<file path="src/rtl/mips_mux_pkg.sv">
// mips_mux_pkg: shared limits and select-width helper for the pipelined datapath muxes.
package mips_mux_pkg;
   localparam int MUX_MAX_IN    = 16;
   localparam int MUX_MAX_DEPTH = 4;
   function automatic int sel_width(input int n);
      return (n <= 2) ? 1 : $clog2(n);
   endfunction
endpackage

</file>
<file path="src/rtl/pipe_stage_reg.sv">
// pipe_stage_reg: one pipeline stage register; reset beats flush, flush beats stall.
module pipe_stage_reg #(
   parameter type stage_t = logic
) (
   input  logic   clk,
   input  logic   rst_n,
   input  logic   stall,
   input  logic   flush,
   input  stage_t d,
   output stage_t q
);
   always_ff @(posedge clk)
      if (!rst_n) q <= '0;
      else if (flush) q <= '0;
      else if (!stall) q <= d;
endmodule

</file>
<file path="src/rtl/pipe_mux_reg.sv">
// pipe_mux_reg: gated N:1 select followed by a DEPTH-stage valid/err-tracking pipeline.
module pipe_mux_reg
   import mips_mux_pkg::*;
#(
   parameter int WIDTH  = 16,
   parameter int NUM_IN = 2,
   parameter int SEL_W  = sel_width(NUM_IN),
   parameter int DEPTH  = 1
) (
   input  logic                    clk,
   input  logic                    rst_n,
   input  logic [NUM_IN*WIDTH-1:0] in_data,
   input  logic [SEL_W-1:0]        sel,
   input  logic                    en,
   input  logic                    in_valid,
   output logic                    in_ready,
   input  logic                    stall,
   input  logic                    flush,
   output logic [WIDTH-1:0]        out_data,
   output logic                    out_valid,
   output logic                    sel_err
);
   typedef struct packed {
      logic [WIDTH-1:0] data;
      logic             valid;
      logic             err;
   } stage_t;
   // one extra bit so NUM_IN == 2**SEL_W compares correctly
   localparam logic [SEL_W:0] N_L = (SEL_W + 1)'(NUM_IN);
   logic [WIDTH-1:0] pick;
   logic             bad;
   stage_t           stage_d [DEPTH];
   stage_t           stage_q [DEPTH];
   if (NUM_IN < 2 || NUM_IN > MUX_MAX_IN) begin : g_chk_n
      $error("pipe_mux_reg: NUM_IN out of range");
   end
   if (DEPTH < 1 || DEPTH > MUX_MAX_DEPTH) begin : g_chk_d
      $error("pipe_mux_reg: DEPTH out of range");
   end
   if (SEL_W != sel_width(NUM_IN)) begin : g_chk_s
      $error("pipe_mux_reg: SEL_W must not be overridden");
   end
   always_comb begin
      pick = '0;
      for (int k = 0; k < NUM_IN; k++)
         if (en && sel == SEL_W'(k)) pick = in_data[k*WIDTH +: WIDTH];
   end
   assign bad        = en && in_valid && ({1'b0, sel} >= N_L);
   assign stage_d[0] = in_valid ? {pick, 1'b1, bad} : '0;
   genvar i;
   for (i = 0; i < DEPTH; i++) begin : g_stage
      if (i > 0) begin : g_link
         assign stage_d[i] = stage_q[i-1];
      end
      pipe_stage_reg #(.stage_t(stage_t)) u_stage (
         .clk   (clk),
         .rst_n (rst_n),
         .stall (stall),
         .flush (flush),
         .d     (stage_d[i]),
         .q     (stage_q[i])
      );
   end
   assign in_ready  = ~stall;
   assign out_data  = stage_q[DEPTH-1].data;
   assign out_valid = stage_q[DEPTH-1].valid;
   assign sel_err   = stage_q[DEPTH-1].err;
endmodule

</file>
<file path="config.mk">
export PLATFORM = sky130hd
export DESIGN_NAME = pipe_mux_reg
export DESIGN_NICKNAME = d
export VERILOG_FILES = /design/src/rtl/mips_mux_pkg.sv /design/src/rtl/pipe_stage_reg.sv /design/src/rtl/pipe_mux_reg.sv
export SDC_FILE = /design/constraint.sdc
export NUM_CORES = 1
export LEC_CHECK = 0
export ABC_AREA = 1
export BUFFER_PORTS_ARGS = -buffer_cell sky130_fd_sc_hd__buf_2
export CORE_ASPECT_RATIO = 0.75
export CORE_UTILIZATION = 38
export CTS_BUF_LIST = sky130_fd_sc_hd__clkbuf_16
export DETAILED_ROUTE_END_ITERATION = 10
export PLACE_DENSITY_LB_ADDON = 0.25
export SLEW_MARGIN = 20
export SYNTH_ARGS = -nofsm -noshare
export SYNTH_HDL_FRONTEND = slang
export SYNTH_SLANG_ARGS = --single-unit
</file>
<file path="constraint.sdc">
create_clock -name clk -period 0.8 [get_ports clk]
set_input_delay 0.04 -clock clk [delete_from_list [all_inputs] [get_ports clk]]
set_output_delay 0.04 -clock clk [all_outputs]
set_load 0.02 [all_outputs]
</file>
==> summary.md <==
| Metric | Value |
|---|---|
| Critical path arrival | between 0.7 and 0.8 ns |
| Synth top area share | 34.3% |
| Tot GR Track Use | 19.0% |
| Setup bufs post-CTS | 0 |
| Outcome | finished clean |
| Period utilization | 97.2% |
| RSZ-0062 raised after global routing | false |
| Period minus WS final | 0.778 ns |
| Biggest register | g_stage.u_stage.q |
| Io pins | 58 |
| Final wirelength | 2500 um |
| Nets | 227 |
| DR WL/cell | 11.3 um |
| Nature of the critical path endpoint | primary output |
| Achievable frequency | 1.29 GHz |
| Layout Area Growth over Synthesis | 38.0% |
| Synth Instances | 133 |
| Global route overflow | 0 |
| Cts bufs inserted | 3 |
| Hold-fix buffers, CTS | 0 |
| Final core utilization | approximately 57% |
| Initial core utilization | 41.6% |
| Netlist cell types | 16 |
| Clk_lat worst skew | 0.24 ns |
| # DRC | 0 |
| Slowest cell delay on critical path | 0.34 ns |
| Core ar. | 2380 um2 |
| Synth warn | 0 |
| Detailed Routing Iterations Pass 1 | 4 |
| Critical-path top delay cell | dfxtp_1 |
| Routability cong. | 0.741 |
| Die Y-Extent | between 40 and 50 um |
| WP data required | 0.76 ns |
| Commonest non-fill, non-tap cells in the layout | 48 x nand2_1, 48 x buf_2, 26 x nand3_1 |
| Reg2reg end | g_stage[0].u_stage.q[11] |
| Vias in the first global route | 921 |
| Post-synthesis sequential area ratio | approximately 34% |
| Bufs on Longest Clock Path | 2 |
| Int Power | between 1500 and 2000 uW |
| Top Registers | g_stage.u_stage.q x17 |
| # H-tree levels | 1 |
| Max-cap violations | 0 |
| R2R Setup Slk | 0.16 ns |
| Setup Skew | 0 ns |
| Initial drt markers | 25 |
| Critical path endpoint | out_data[15] |
| CTS tree | built |
| CP Buf/Inv Count | 1 |
| Worst Reg-to-Reg Cells | 2 |
| Logic pwr share | 16.7% |
| Diode count | 0 |
| NetSw | 525 uW |
| CTS root buf | clkbuf_16 |
| I/O Buffers | 56 |
| Largest net degree at the start of global routing | 33 |
| Part of the power in the clock network | between 40% and 50% |
| Power Density | 1610 nW/um2 |
| HPWL after DPL | 1800 um |
| Die area | 2820 um2 |
| Cell taking the most area after synthesis | dfxtp_1 |
| Global-route wire length before repair | between 3000 and 4000 um |
| Reg area | ~340 um2 |
| Hold Vio Cnt, Final | 0 |
| Layout cell share with drive strength beyond 1 | 43.9% |
| Worst path depth | 1 |
| Multi-input gate area | 519 um2 |
| CP delay by family, top | flip-flops |
| CP Launch Point | g_stage[0].u_stage.q[17] |
| Reg power frac | 39.2% |
| Via Count | 1051 |
| Crit-path max FO | 2 |
| Fillcell total | 244 |
| Antenna Nets Post-Route | 0 |
| Ranking of synthesized cells by area | dfxtp_1 34%, nand2_1 18%, nand3_1 13%, buf_6 7.9%, a21oi_2 7.1% |
| Seq cells post-synth | 17 |
| CTS sink cnt | 17 |
| Kind of start point of the critical path | register |
| Leakage | 0.000667 uW |
| Fin. max-slew vios | 0 |
| Initial antenna violation count | 0 |
| Worst vdd ir | 0.000725 V |
| Worst r2r src | g_stage[0].u_stage.q[11] |
| Sw frac | a little under a quarter |
| Hold slack | 0.143 ns |
| Post-Syn Area per Cell | 7.46 um2 |
| Crit path cell chain | buf_4 |
| Rows | 15 |
| Via density | 4.76 |
| Mapped cell area | 992 um2 |
| Clk slew on worst S/H paths | 0.05 ns |
| Mapped Nets | approximately 170 |
| Max FFs per register | 17 |
| TNS Setup | 0 ns |
| Die W | slightly above 60 um |
| # setup viols final | 0 |
| PostCTS Resize Cnt | 1 |
| Crit Path Category | register to primary output |
| HP Class | input port to register |
==> how the worst min path moves through the flow <==
stage                           from                  endpoint  slack (ns)  cells after the start
after floorplan                rst_n  g_stage[0].u_stage.q[13]        0.23                      2
after global placement    in_data[7]   g_stage[0].u_stage.q[9]        0.39                      5
after detailed placement  in_data[0]   g_stage[0].u_stage.q[2]        0.40                      5
after CTS                 in_data[0]   g_stage[0].u_stage.q[2]        0.14                      5
after global routing      in_data[1]   g_stage[0].u_stage.q[3]        0.15                      5
final                     in_data[0]   g_stage[0].u_stage.q[2]        0.14                      5
==> Yosys cell counts, drive strengths merged <==
| cell type | instances |
|---|---|
| a21oi | 17 |
| buf | 10 |
| clkbuf | 1 |
| conb | 1 |
| dfxtp | 17 |
| inv | 4 |
| nand2 | 49 |
| nand3 | 32 |
| nor2 | 2 |
==> power groups by stage <==
stage	registers (uW)	logic, uW	clock network (uW)
5_1_grt	866	408	1030
2_1_floorplan	897	223	0
3_5_place_dp	883	365	0
3_3_place_gp	883	359	0
4_1_cts	866	368	989
6_report	866	368	973
==> routing by layer <==
layer  up-vias  global-route usage, %  share of wire [%]
li1        540                      -                  -
met1       470                   23.4                 43
met2        37                   31.9                 50
met3         4                   4.21                6.0
met4         0                   9.09                1.2
met5         -                      0                  0
==> area by class of cell <==
cell class / instances / share of cell area (%)
clock buffers: 3 / 5.48
multi-input cells: 101 / 37.9
well taps: 34 / 3.11
repair buffers: 61 / 26.8
inverters: 4 / 1.46
clock inverters: 1 / 0.274
flip-flops and latches: 17 / 25.0
==> cell families after synthesis <==
| group | Yosys count | synth area share (%) |
|---|---|---|
| other | 1 | 0.378 |
| and+or+nand+nor | 83 | 40.4 |
| buffers and inverters | 15 | 13.4 |
| AOI/OAI and AO/OA | 17 | 11.6 |
| DFF | 17 | 34.3 |
==> stage by stage <==
step	cells	worst slack, ns	cell area (um2)	total power (uW)
6_report	221	0.0221	1370	2210
5_1_grt	221	0.000252	1370	2300
4_1_cts	221	0.00586	1350	2220
3_5_place_dp	217	0.00895	1260	1250
3_3_place_gp	217	0.0487	1260	1240
2_1_floorplan	133	0.108	992	1120
(Power assumes the default switching activity.)
